--- src/rtl/axi_lite_slave_regfile_pkg.sv ---
// ---------------------------------------------------------------------------
// axi_lite_pkg
// Shared types for the AXI4-Lite slave register file:
//   resp_e      - AXI response encoding used on BRESP / RRESP
//   wr_state_e  - write channel FSM states
//   rd_state_e  - read channel FSM states
//   byte_off_bits() - number of address bits that select a byte within a word
// ---------------------------------------------------------------------------
package axi_lite_pkg;

    typedef enum logic [1:0] {
        OKAY   = 2'b00,
        EXOKAY = 2'b01,
        SLVERR = 2'b10,
        DECERR = 2'b11
    } resp_e;

    typedef enum logic {
        WR_COLLECT = 1'b0,
        WR_RESP    = 1'b1
    } wr_state_e;

    typedef enum logic {
        RD_IDLE  = 1'b0,
        RD_VALID = 1'b1
    } rd_state_e;

    // Low address bits that address bytes inside one DATA_W word.
    function automatic int unsigned byte_off_bits(input int unsigned data_w);
        return $clog2(data_w / 8);
    endfunction

endpackage

--- src/rtl/axi_lite_slave_regfile_if.sv ---
// ---------------------------------------------------------------------------
// axi_lite_if
// AXI4-Lite bus bundle (AW, W, B, AR, R channels) without clock/reset.
//   master modport - drives addresses, write data and response readies
//   slave  modport - drives address/data readies and the responses
// Parameters: DATA_W (32 or 64), ADDR_W.
// ---------------------------------------------------------------------------
interface axi_lite_if #(
    parameter int DATA_W = 32,
    parameter int ADDR_W = 8
);
    logic [ADDR_W-1:0]   AWADDR;
    logic                AWVALID;
    logic                AWREADY;

    logic [DATA_W-1:0]   WDATA;
    logic [DATA_W/8-1:0] WSTRB;
    logic                WVALID;
    logic                WREADY;

    logic [1:0]          BRESP;
    logic                BVALID;
    logic                BREADY;

    logic [ADDR_W-1:0]   ARADDR;
    logic                ARVALID;
    logic                ARREADY;

    logic [DATA_W-1:0]   RDATA;
    logic [1:0]          RRESP;
    logic                RVALID;
    logic                RREADY;

    modport master (
        output AWADDR, AWVALID, input  AWREADY,
        output WDATA, WSTRB, WVALID, input WREADY,
        input  BRESP, BVALID, output BREADY,
        output ARADDR, ARVALID, input ARREADY,
        input  RDATA, RRESP, RVALID, output RREADY
    );

    modport slave (
        input  AWADDR, AWVALID, output AWREADY,
        input  WDATA, WSTRB, WVALID, output WREADY,
        output BRESP, BVALID, input BREADY,
        input  ARADDR, ARVALID, output ARREADY,
        output RDATA, RRESP, RVALID, input RREADY
    );

endinterface

--- src/rtl/axi_lite_slave_regfile_regfile.sv ---
// ---------------------------------------------------------------------------
// axi_lite_regfile
// Register storage for the AXI4-Lite slave with byte-strobe merge.
// Ports:
//   i_clk, i_rst   - clock, synchronous active-high reset (clears all regs)
//   i_wr_en        - commit one write this cycle (index already range-checked)
//   i_wr_idx       - register index to write
//   i_wr_data      - write data
//   i_wr_strb      - byte-lane enables, one bit per byte of i_wr_data
//   i_rd_idx       - register index to read
//   o_rd_data      - combinational read data (0 for an index with no register)
//   o_reg_q        - all registers, flat; reg i at [i*DATA_W +: DATA_W]
// ---------------------------------------------------------------------------
module axi_lite_regfile #(
    parameter int unsigned DATA_W   = 32,
    parameter int unsigned NUM_REGS = 16,
    parameter int unsigned IDX_W    = 6
) (
    input  logic                       i_clk,
    input  logic                       i_rst,
    input  logic                       i_wr_en,
    input  logic [IDX_W-1:0]           i_wr_idx,
    input  logic [DATA_W-1:0]          i_wr_data,
    input  logic [DATA_W/8-1:0]        i_wr_strb,
    input  logic [IDX_W-1:0]           i_rd_idx,
    output logic [DATA_W-1:0]          o_rd_data,
    output logic [NUM_REGS*DATA_W-1:0] o_reg_q
);

    localparam int unsigned STRB_W = DATA_W / 8;

    logic [DATA_W-1:0] r_regs [NUM_REGS];

    // NOTE: this array is reset because the whole register file is software-
    // visible state that must read as zero after reset; a plain data RAM would
    // be left unreset so it can map onto memory macros.
    // NOTE: sequential state is assigned with <= so every register samples the
    // pre-edge value of its inputs, independent of statement order.
    always_ff @(posedge i_clk) begin
        if (i_rst) begin
            for (int i = 0; i < int'(NUM_REGS); i++) begin
                r_regs[i] <= '0;
            end
        end else if (i_wr_en) begin
            for (int i = 0; i < int'(NUM_REGS); i++) begin
                if (i_wr_idx == IDX_W'(i)) begin
                    for (int b = 0; b < int'(STRB_W); b++) begin
                        if (i_wr_strb[b]) begin
                            r_regs[i][8*b +: 8] <= i_wr_data[8*b +: 8];
                        end
                    end
                end
            end
        end
    end

    // NOTE: every always_comb output gets a default before any condition, so
    // no path leaves it unassigned and no latch is inferred.
    always_comb begin
        o_rd_data = '0;
        for (int i = 0; i < int'(NUM_REGS); i++) begin
            if (i_rd_idx == IDX_W'(i)) begin
                o_rd_data = r_regs[i];
            end
        end
    end

    always_comb begin
        o_reg_q = '0;
        for (int i = 0; i < int'(NUM_REGS); i++) begin
            o_reg_q[i*DATA_W +: DATA_W] = r_regs[i];
        end
    end

endmodule

--- src/rtl/axi_lite_slave_regfile.sv ---
// ---------------------------------------------------------------------------
// axi_lite_slave_regfile
// Parametrised AXI4-Lite slave register file.
// Parameters:
//   DATA_W   - data width, 32 or 64
//   ADDR_W   - AXI address width
//   NUM_REGS - number of DATA_W registers, 1 .. 2^(ADDR_W-log2(DATA_W/8))
// Ports:
//   ACLK    - clock
//   ARESET  - synchronous active-high reset; abandons any open transaction
//   s_axi   - AXI4-Lite slave bus (AW/W accepted independently, B, AR, R)
//   reg_q   - all registers, flat; reg i at [i*DATA_W +: DATA_W]
//   reg_wr  - one-cycle pulse per register, the cycle after it is written
// Out-of-range indices answer SLVERR; reads of them return zero.
// ---------------------------------------------------------------------------
module axi_lite_slave_regfile
    import axi_lite_pkg::*;
#(
    parameter int unsigned DATA_W   = 32,
    parameter int unsigned ADDR_W   = 8,
    parameter int unsigned NUM_REGS = 16
) (
    input  logic                       ACLK,
    input  logic                       ARESET,
    axi_lite_if.slave                  s_axi,
    output logic [NUM_REGS*DATA_W-1:0] reg_q,
    output logic [NUM_REGS-1:0]        reg_wr
);

    localparam int unsigned OFF_W  = byte_off_bits(DATA_W);
    localparam int unsigned IDX_W  = ADDR_W - OFF_W;
    localparam int unsigned STRB_W = DATA_W / 8;

    // -----------------------------------------------------------------------
    // Write channel
    // -----------------------------------------------------------------------
    wr_state_e           r_wr_state;
    wr_state_e           w_wr_state_nxt;
    logic                r_aw_held;
    logic                r_w_held;
    logic                w_aw_held_nxt;
    logic                w_w_held_nxt;
    logic                r_awready;
    logic                r_wready;
    logic [IDX_W-1:0]    r_aw_idx;
    logic [DATA_W-1:0]   r_wdata;
    logic [STRB_W-1:0]   r_wstrb;
    resp_e               r_bresp;
    logic [NUM_REGS-1:0] r_reg_wr;
    logic [NUM_REGS-1:0] w_reg_wr_nxt;

    logic                w_aw_hs;
    logic                w_w_hs;
    logic                w_commit;
    logic                w_wr_in_range;
    logic                w_wr_en;
    logic [IDX_W-1:0]    w_aw_idx_in;
    logic [IDX_W-1:0]    w_wr_idx;
    logic [DATA_W-1:0]   w_wr_data;
    logic [STRB_W-1:0]   w_wr_strb;

    // Byte-offset address bits carry no information for word registers.
    logic                w_unused_addr_bits;
    assign w_unused_addr_bits = ^{s_axi.AWADDR[OFF_W-1:0], s_axi.ARADDR[OFF_W-1:0]};

    assign w_aw_idx_in = s_axi.AWADDR[ADDR_W-1:OFF_W];

    // The readies are registered, so they already encode "collecting and not
    // yet held"; a handshake is simply ready && valid.
    assign w_aw_hs = r_awready && s_axi.AWVALID;
    assign w_w_hs  = r_wready && s_axi.WVALID;

    // A handshake in this cycle counts as held, so a same-cycle AW+W (or the
    // second of the two arriving) commits on this very edge.
    assign w_commit = (r_wr_state == WR_COLLECT)
                   && (r_aw_held || w_aw_hs)
                   && (r_w_held || w_w_hs);

    assign w_wr_idx  = w_aw_hs ? w_aw_idx_in : r_aw_idx;
    assign w_wr_data = w_w_hs ? s_axi.WDATA : r_wdata;
    assign w_wr_strb = w_w_hs ? s_axi.WSTRB : r_wstrb;

    assign w_wr_in_range = 32'(w_wr_idx) < NUM_REGS;
    assign w_wr_en       = w_commit && w_wr_in_range;

    always_comb begin
        w_wr_state_nxt = r_wr_state;
        w_aw_held_nxt  = r_aw_held;
        w_w_held_nxt   = r_w_held;
        case (r_wr_state)
            WR_COLLECT: begin
                w_aw_held_nxt = r_aw_held || w_aw_hs;
                w_w_held_nxt  = r_w_held || w_w_hs;
                if (w_commit) begin
                    w_wr_state_nxt = WR_RESP;
                end
            end
            WR_RESP: begin
                if (s_axi.BREADY) begin
                    w_aw_held_nxt  = 1'b0;
                    w_w_held_nxt   = 1'b0;
                    w_wr_state_nxt = WR_COLLECT;
                end
            end
        endcase
    end

    always_comb begin
        w_reg_wr_nxt = '0;
        for (int i = 0; i < int'(NUM_REGS); i++) begin
            if (w_wr_en && (w_wr_idx == IDX_W'(i))) begin
                w_reg_wr_nxt[i] = 1'b1;
            end
        end
    end

    always_ff @(posedge ACLK) begin
        if (ARESET) begin
            r_wr_state <= WR_COLLECT;
            r_aw_held  <= 1'b0;
            r_w_held   <= 1'b0;
            r_awready  <= 1'b0;
            r_wready   <= 1'b0;
            r_aw_idx   <= '0;
            r_wdata    <= '0;
            r_wstrb    <= '0;
            r_bresp    <= OKAY;
            r_reg_wr   <= '0;
        end else begin
            r_wr_state <= w_wr_state_nxt;
            r_aw_held  <= w_aw_held_nxt;
            r_w_held   <= w_w_held_nxt;
            // Readies follow the next state, so they drop on the accepting
            // edge and return the cycle after the B handshake.
            r_awready  <= (w_wr_state_nxt == WR_COLLECT) && !w_aw_held_nxt;
            r_wready   <= (w_wr_state_nxt == WR_COLLECT) && !w_w_held_nxt;
            if (w_aw_hs) begin
                r_aw_idx <= w_aw_idx_in;
            end
            if (w_w_hs) begin
                r_wdata <= s_axi.WDATA;
                r_wstrb <= s_axi.WSTRB;
            end
            if (w_commit) begin
                r_bresp <= w_wr_in_range ? OKAY : SLVERR;
            end
            r_reg_wr <= w_reg_wr_nxt;
        end
    end

    assign s_axi.AWREADY = r_awready;
    assign s_axi.WREADY  = r_wready;
    assign s_axi.BVALID  = (r_wr_state == WR_RESP);
    assign s_axi.BRESP   = r_bresp;
    assign reg_wr        = r_reg_wr;

    // -----------------------------------------------------------------------
    // Read channel
    // -----------------------------------------------------------------------
    rd_state_e         r_rd_state;
    rd_state_e         w_rd_state_nxt;
    logic              r_arready;
    logic [DATA_W-1:0] r_rdata;
    resp_e             r_rresp;

    logic              w_ar_hs;
    logic              w_rd_in_range;
    logic [IDX_W-1:0]  w_rd_idx;
    logic [DATA_W-1:0] w_rd_data;

    assign w_rd_idx      = s_axi.ARADDR[ADDR_W-1:OFF_W];
    assign w_ar_hs       = r_arready && s_axi.ARVALID;
    assign w_rd_in_range = 32'(w_rd_idx) < NUM_REGS;

    always_comb begin
        w_rd_state_nxt = r_rd_state;
        case (r_rd_state)
            RD_IDLE: begin
                if (w_ar_hs) begin
                    w_rd_state_nxt = RD_VALID;
                end
            end
            RD_VALID: begin
                if (s_axi.RREADY) begin
                    w_rd_state_nxt = RD_IDLE;
                end
            end
        endcase
    end

    // Read data is captured from the storage before a same-edge commit lands,
    // so a read racing a write to the same register returns the old value.
    always_ff @(posedge ACLK) begin
        if (ARESET) begin
            r_rd_state <= RD_IDLE;
            r_arready  <= 1'b0;
            r_rdata    <= '0;
            r_rresp    <= OKAY;
        end else begin
            r_rd_state <= w_rd_state_nxt;
            r_arready  <= (w_rd_state_nxt == RD_IDLE);
            if (w_ar_hs) begin
                r_rdata <= w_rd_in_range ? w_rd_data : '0;
                r_rresp <= w_rd_in_range ? OKAY : SLVERR;
            end
        end
    end

    assign s_axi.ARREADY = r_arready;
    assign s_axi.RVALID  = (r_rd_state == RD_VALID);
    assign s_axi.RDATA   = r_rdata;
    assign s_axi.RRESP   = r_rresp;

    // -----------------------------------------------------------------------
    // Storage
    // -----------------------------------------------------------------------
    axi_lite_regfile #(
        .DATA_W   (DATA_W),
        .NUM_REGS (NUM_REGS),
        .IDX_W    (IDX_W)
    ) u_regfile (
        .i_clk     (ACLK),
        .i_rst     (ARESET),
        .i_wr_en   (w_wr_en),
        .i_wr_idx  (w_wr_idx),
        .i_wr_data (w_wr_data),
        .i_wr_strb (w_wr_strb),
        .i_rd_idx  (w_rd_idx),
        .o_rd_data (w_rd_data),
        .o_reg_q   (reg_q)
    );

endmodule

--- src/flat_wrapper.sv ---
// flat-port wrapper written by rule: the top's interface ports become plain ports
module axi_lite_slave_regfile_flat import axi_lite_pkg::*;
#(
    parameter int unsigned DATA_W   = 32,
    parameter int unsigned ADDR_W   = 8,
    parameter int unsigned NUM_REGS = 16
)
  (ACLK, ARESET, reg_q, reg_wr, s_axi_AWADDR, s_axi_AWVALID, s_axi_AWREADY, s_axi_WDATA, s_axi_WSTRB, s_axi_WVALID, s_axi_WREADY, s_axi_BRESP, s_axi_BVALID, s_axi_BREADY, s_axi_ARADDR, s_axi_ARVALID, s_axi_ARREADY, s_axi_RDATA, s_axi_RRESP, s_axi_RVALID, s_axi_RREADY);
  axi_lite_if #(.DATA_W(DATA_W), .ADDR_W(ADDR_W)) s_axi_i ();
  input  logic ACLK;
  input  logic ARESET;
  output logic [NUM_REGS*DATA_W-1:0] reg_q;
  output logic [NUM_REGS-1:0] reg_wr;
  input wire logic [$bits(s_axi_i.AWADDR)-1:0] s_axi_AWADDR;
  input wire logic [$bits(s_axi_i.AWVALID)-1:0] s_axi_AWVALID;
  output wire logic [$bits(s_axi_i.AWREADY)-1:0] s_axi_AWREADY;
  input wire logic [$bits(s_axi_i.WDATA)-1:0] s_axi_WDATA;
  input wire logic [$bits(s_axi_i.WSTRB)-1:0] s_axi_WSTRB;
  input wire logic [$bits(s_axi_i.WVALID)-1:0] s_axi_WVALID;
  output wire logic [$bits(s_axi_i.WREADY)-1:0] s_axi_WREADY;
  output wire logic [$bits(s_axi_i.BRESP)-1:0] s_axi_BRESP;
  output wire logic [$bits(s_axi_i.BVALID)-1:0] s_axi_BVALID;
  input wire logic [$bits(s_axi_i.BREADY)-1:0] s_axi_BREADY;
  input wire logic [$bits(s_axi_i.ARADDR)-1:0] s_axi_ARADDR;
  input wire logic [$bits(s_axi_i.ARVALID)-1:0] s_axi_ARVALID;
  output wire logic [$bits(s_axi_i.ARREADY)-1:0] s_axi_ARREADY;
  output wire logic [$bits(s_axi_i.RDATA)-1:0] s_axi_RDATA;
  output wire logic [$bits(s_axi_i.RRESP)-1:0] s_axi_RRESP;
  output wire logic [$bits(s_axi_i.RVALID)-1:0] s_axi_RVALID;
  input wire logic [$bits(s_axi_i.RREADY)-1:0] s_axi_RREADY;
  assign s_axi_i.AWADDR = s_axi_AWADDR;
  assign s_axi_i.AWVALID = s_axi_AWVALID;
  assign s_axi_AWREADY = s_axi_i.AWREADY;
  assign s_axi_i.WDATA = s_axi_WDATA;
  assign s_axi_i.WSTRB = s_axi_WSTRB;
  assign s_axi_i.WVALID = s_axi_WVALID;
  assign s_axi_WREADY = s_axi_i.WREADY;
  assign s_axi_BRESP = s_axi_i.BRESP;
  assign s_axi_BVALID = s_axi_i.BVALID;
  assign s_axi_i.BREADY = s_axi_BREADY;
  assign s_axi_i.ARADDR = s_axi_ARADDR;
  assign s_axi_i.ARVALID = s_axi_ARVALID;
  assign s_axi_ARREADY = s_axi_i.ARREADY;
  assign s_axi_RDATA = s_axi_i.RDATA;
  assign s_axi_RRESP = s_axi_i.RRESP;
  assign s_axi_RVALID = s_axi_i.RVALID;
  assign s_axi_i.RREADY = s_axi_RREADY;
  axi_lite_slave_regfile #(.DATA_W(DATA_W), .ADDR_W(ADDR_W), .NUM_REGS(NUM_REGS)) u_core (.ACLK(ACLK), .ARESET(ARESET), .s_axi(s_axi_i), .reg_q(reg_q), .reg_wr(reg_wr));
endmodule
--- config.mk ---
export PLATFORM = sky130hd
export DESIGN_NAME = axi_lite_slave_regfile_flat
export DESIGN_NICKNAME = d
export VERILOG_FILES = /design/src/rtl/axi_lite_slave_regfile_pkg.sv /design/src/rtl/axi_lite_slave_regfile_if.sv /design/src/rtl/axi_lite_slave_regfile_regfile.sv /design/src/rtl/axi_lite_slave_regfile.sv /design/src/flat_wrapper.sv
export SDC_FILE = /design/constraint.sdc
export NUM_CORES = 1
export LEC_CHECK = 0
export BUFFER_PORTS_ARGS = -buffer_cell sky130_fd_sc_hd__buf_2
export CAP_MARGIN = 10
export CORE_AREA = 2 2 243 245
export CTS_CLUSTER_SIZE = 28
export DETAILED_ROUTE_END_ITERATION = 10
export DIE_AREA = 0 0 245 247
export PLACE_DENSITY = 0.8
export SLEW_MARGIN = 30
export SYNTH_ARGS = -nofsm -noshare
export SYNTH_HDL_FRONTEND = slang
export SYNTH_SLANG_ARGS = --single-unit
--- constraint.sdc ---
create_clock -name ACLK -period 5.3 [get_ports ACLK]
set_clock_uncertainty 0.15 [all_clocks]
set_input_delay 0.795 -clock ACLK [delete_from_list [all_inputs] [get_ports ACLK]]
set_output_delay 0.795 -clock ACLK [all_outputs]
set_load 0.005 [all_outputs]
Word-level counts from Yosys, hierarchy flattened:

Memories as Yosys holds them, arrays and structs flattened.
Cells that the tools add are included.

* bitwise operators: 68
* magnitude comparators: 2
* equality and inequality tests: 30
* reductions and logical operators: 30
* mux-type cells: 374

Operator list (count)
* two-way mux 32 bit: 18
* two-way mux 8 bit: 64
* two-way mux 1 bit: 284
* == test 6 x 4 -> 1 bit, second input constant: 16
* bitwise OR 1 bit: 64
* == test 6 x 3 -> 1 bit, second input constant: 8
* == test 6 x 2 -> 1 bit, second input constant: 4
* logical AND 1 bit: 24
* == test 6 x 1 -> 1 bit, second input constant: 2
* zero test 6 bit: 2
* < comparator 6 x 5 -> 1 bit, second input constant: 2
* case mux 1 bit (2 select lines): 4
* two-way mux 6 bit: 1
* two-way mux 2 bit: 2
* two-way mux 4 bit: 1
* NOT 1 bit: 4
* zero test 1 bit: 2
* logical OR 1 bit: 2

* memory bits (writable): 512
* input port bits: 59
* flip-flop bits (word level): 101
* memories: 1
* output and inout bits: 569

Memories
* u_core.u_regfile.r_regs: words 16, width 32, rd ports 16, clocked after memory_dff 0, wr ports 16, RTL line axi_lite_slave_regfile_regfile.sv:32 `logic [DATA_W-1:0] r_regs [NUM_REGS];`

Depth between registers and ports, before layout:

* word-level depth: 18
* gate-level depth with buffers: 9

Cells and area by module:

A second synthesis with hierarchy kept.

* cells, all modules: 2155
* area, all modules: 26728.1 sq um

By module, submodules not included
* axi_lite_regfile: cells each 1807, sequential area each 15374.7 sq um, instances 1, area an instance 23054.6 sq um
* axi_lite_slave_regfile: cells each 348, sequential area each 1981.9 sq um, instances 1, area an instance 3673.5 sq um

Worst setup path before layout:

OpenSTA, ideal clock, no wires.

* path type: input-to-reg
* start: input port s_axi_AWVALID
* end: memory u_core.u_regfile.r_regs[11][4], in the netlist u_core.u_regfile.r_regs[1][100], enable pin
* setup slack: 2.236 ns
* stages: 8
* arrival time: 2.539 ns
* data required time: 4.775 ns
* path buffers: 3
* cell sequence: buf_2 > and2_1 > clkbuf_1 > or3_1 > a21oi_1 > buf_2 > nand2_1 > o21bai_1

RTL lines
* start, declared: RTL line flat_wrapper.sv:15 `input wire logic [$bits(s_axi_i.AWVALID)-1:0] s_axi_AWVALID;`
* end, declared: RTL line axi_lite_slave_regfile_regfile.sv:32

==> impl_metrics.json <==
{
  "die_h_um": 247,
  "cts_max_level": 2,
  "routed_via_density": 6.364,
  "fill_cells": 4911,
  "cts.sinks": 611,
  "max_freq_mhz": 268.5,
  "yosys_register_bits": 611,
  "dr.first_iter.drc_count": 3043,
  "slowest_stage": "nor4_4",
  "clockBufferDepth": 3,
  "placementRows": 89,
  "synthArstFlopShare": 0,
  "netlist_instances": 2105,
  "drc": 0,
  "final_max_slew_viol_count": 0,
  "post_cts_resized": 0,
  "yosysWarnings": 0,
  "place_area_mm2": 0.03025,
  "synth_cell_type_count": 76,
  "core-area_mm2": 0.05824,
  "fin_area_mm2": 0.03232,
  "synth_top_area_cell": "edfxtp_1",
  "grt_use_total": 0.3711,
  "synth_area_mm2": 0.02618,
  "drive_above_1_share": 0.3426,
  "ys_seq_area_frac": 0.6630,
  "ys_top_cells_by_area": "edfxtp_1 (59%), dfxtp_1 (7.6%), nor2_1 (5.5%)",
  "slowest_delay_ps": 960,
  "min_period_over_period": 0.7028,
  "rsz0062_at_grt": "false",
  "portBuffers": 621,
  "cp_cell_sequence": "a21boi_0 > or3_1 > nor4_4 > nand2_2 > nand2b_1",
  "crit_required_ps": 5420,
  "hp-start": "s_axi_AWADDR[6]",
  "peakVddDrop_uv": 257.2,
  "p_per_area_mw_per_mm2": 343.2,
  "cts.reportedPaths.clkPinSlew_ps": 70,
  "min_period_ps": 3725,
  "synth_edf_count": 512,
  "tightest_slew_ps": 1067,
  "final_util": 0.5549,
  "grt_max_degree": 61,
  "slew_headroom": 0.2872,
  "num-nets-final": 2767,
  "power.leakage_nw": 13.10,
  "hold_depth": 3,
  "synth.avg_cell_area_um2": 12.44,
  "timing.rr.start": "u_core.s_axi.AWREADY$_SDFF_PP0_",
  "clock-root-buffer": "clkbuf_16",
  "ant_nets": 0,
  "first_global_vias": 20970,
  "cts_setup_buffers": 0,
  "total_power_mw": 11.09,
  "status": "finished clean",
  "antenna_found_initial": 10,
  "crit_family": "simple AND/OR/NAND/NOR gates",
  "synthFlopType": "edfxtp_1",
  "dp_hpwl_um": 85570,
  "synth_top_area_frac": 0.5873,
  "ff2ff_setup_slack_ps": 1570,
  "max-cap-violations": 0,
  "hold_viol_final": 0,
  "place_congestion": 1.010,
  "grt_remaining_overflow": 0,
  "cts_made_buffers": 60,
  "cts_tree": "built",
  "vias": 22510,
  "finalSetupViolCount": 0,
  "die_area_mm2": 0.06052,
  "hold_class": "in -> reg",
  "critical_path_class": "reg -> reg",
  "first_pass_iters": 8,
  "die_w_um": 245,
  "num_io_pins": 628,
  "critPathLaunchType": "flip-flop",
  "hold_buffers": 0,
  "grt_pass1_wl_um": 157600,
  "wl_per_cell_um": 32.89,
  "initial_core_util": 0.4495,
  "arrival_ps": 3850,
  "path_max_fanout": 11,
  "setup_tns_ps": 0,
  "areaGrowthSynthToFinish_pct": 23.45,
  "r2r-end": "u_core.u_regfile.r_regs[0][81]$_SDFFCE_PN0P_",
  "endpoint_kind": "flip-flop",
  "clkLatencyLatePin_ps": 640,
  "path_buf_inv": 0,
  "drt-total-wl_um": 116300,
  "hold_path_end": "u_core.r_aw_idx[4]$_SDFF_PP0_",
  "r2r_cells": 5
}
## cell families (layout without fill, tap and decap cells)
| group | after synthesis | after routing | share of synthesized area |
|---|---|---|---|
| other | 1 | 8 | 0.0001433 |
| buffers and inverters | 227 | 879 | 0.03594 |
| multiplexers | 104 | 104 | 0.05296 |
| flip-flops | 611 | 611 | 0.6630 |
| AO/OA/AOI/OAI | 404 | 404 | 0.1088 |
| AND/OR/NAND/NOR | 758 | 758 | 0.1391 |
## how the worst max path moves through the flow
stage,startpoint,to,slack [ps],cells after the start
finish,u_core.s_axi.AWREADY$_SDFF_PP0_,u_core.u_regfile.r_regs[0][81]$_SDFFCE_PN0P_,1570,5
detailed placement,s_axi_ARADDR[4],u_core.s_axi.RDATA[26]$_SDFFE_PP0P_,1100,7
floorplan,s_axi_AWVALID,u_core.u_regfile.r_regs[1][100]$_DFFE_PP_,2240,8
CTS,u_core.s_axi.AWREADY$_SDFF_PP0_,u_core.u_regfile.r_regs[0][83]$_SDFFCE_PN0P_,1680,5
global route,u_core.s_axi.AWREADY$_SDFF_PP0_,u_core.u_regfile.r_regs[0][92]$_SDFFCE_PN0P_,1500,5
global placement,s_axi_ARADDR[4],u_core.s_axi.RDATA[10]$_SDFFE_PP0P_,1210,7
## registers in the layout (all words and copies together), names as in the netlist, 4 cells and up
signal and cells:
u_core.r_wstrb 4, u_core.u_regfile.r_regs 512, u_core.r_aw_idx 6, u_core.reg_wr 16
u_core.s_axi.RDATA 32, u_core.r_wdata 32
## tightest hold or removal path, cell delays in order
cell and delay (ps):
buf_2 110, nand2_1 60, a21oi_1 60
## synthesized netlist by cell type (10+ instances only)
cell type	number
o21ai_0	70
edfxtp_1	512
and3_1	19
o22ai_1	12
mux4_2	26
a21oi_1	78
mux2i_1	62
nand2b_1	45
mux2_2	16
a211oi_1	10
or2_2	33
a22o_1	14
a221o_1	14
dfxtp_1	99
buf_2	41
nand2_2	24
nor3_1	18
clkbuf_1	93
a22oi_1	34
o21bai_1	25
nor2b_1	14
nand2_1	115
o211ai_1	15
inv_1	74
nor2_1	384
nand3_1	30
a221oi_1	50
a2111oi_0	11
## per-stage QoR
| step | instances | setup WS [ps] | hold WS, ps |
|---|---|---|---|
| floorplan | 2106 | 2236 | 286.1 |
| global placement | 3418 | 1210 | 300.5 |
| detailed placement | 3418 | 1098 | 301.9 |
| CTS | 3530 | 1683 | 265.6 |
| global route | 3534 | 1502 | 282.5 |
| finish | 3537 | 1575 | 290.3 |
## routing by layer
metal  routed length (um)  track usage  vias to the layer above
met3                18120       0.1429                      344
li1                     -            -                     8981
met5                  253      0.01634                        -
met2                51040       0.5533                     2095
met1                41100       0.4807                    11070
met4                 5828       0.1616                       16
## power by group
part | internal [mW] | leakage (nW) | total (mW) | switching (mW)
combinational | 0.320 | 6.04 | 1.02 | 0.703
sequential | 5.43 | 6.08 | 5.61 | 0.180
clock | 2.53 | 0.969 | 4.45 | 1.93
total | 8.28 | 13.1 | 11.1 | 2.81
## final cells by class
class	count	area [um2]	area share
clock buffers	78	1640	0.05076
diodes	6	15.01	0.0004646
multi-input cells	1268	8015	0.2480
flip-flops and latches	611	17360	0.5371
well taps	773	967.2	0.02993
inverters	75	281.5	0.008711
repair buffers	692	3661	0.1133
clock inverters	34	380.4	0.01177
## placed cells by master (no fill, tap or decap), drive strengths merged, types with 15 or more instances in the layout
| cell | n |
|---|---|
| and3 | 19 |
| a22oi | 34 |
| nor4 | 18 |
| dfxtp | 99 |
| a21oi | 78 |
| mux2 | 16 |
| a221oi | 50 |
| clkinv | 17 |
| mux4 | 26 |
| o21bai | 25 |
| buf | 692 |
| nand2 | 139 |
| clkbuf | 78 |
| o211ai | 15 |
| edfxtp | 512 |
| nor2 | 390 |
| nand2b | 45 |
| mux2i | 62 |
| nor3 | 20 |
| inv | 76 |
| or2 | 33 |
| nand3 | 30 |
| o21ai | 70 |
Power figures use the tool's default switching activity.
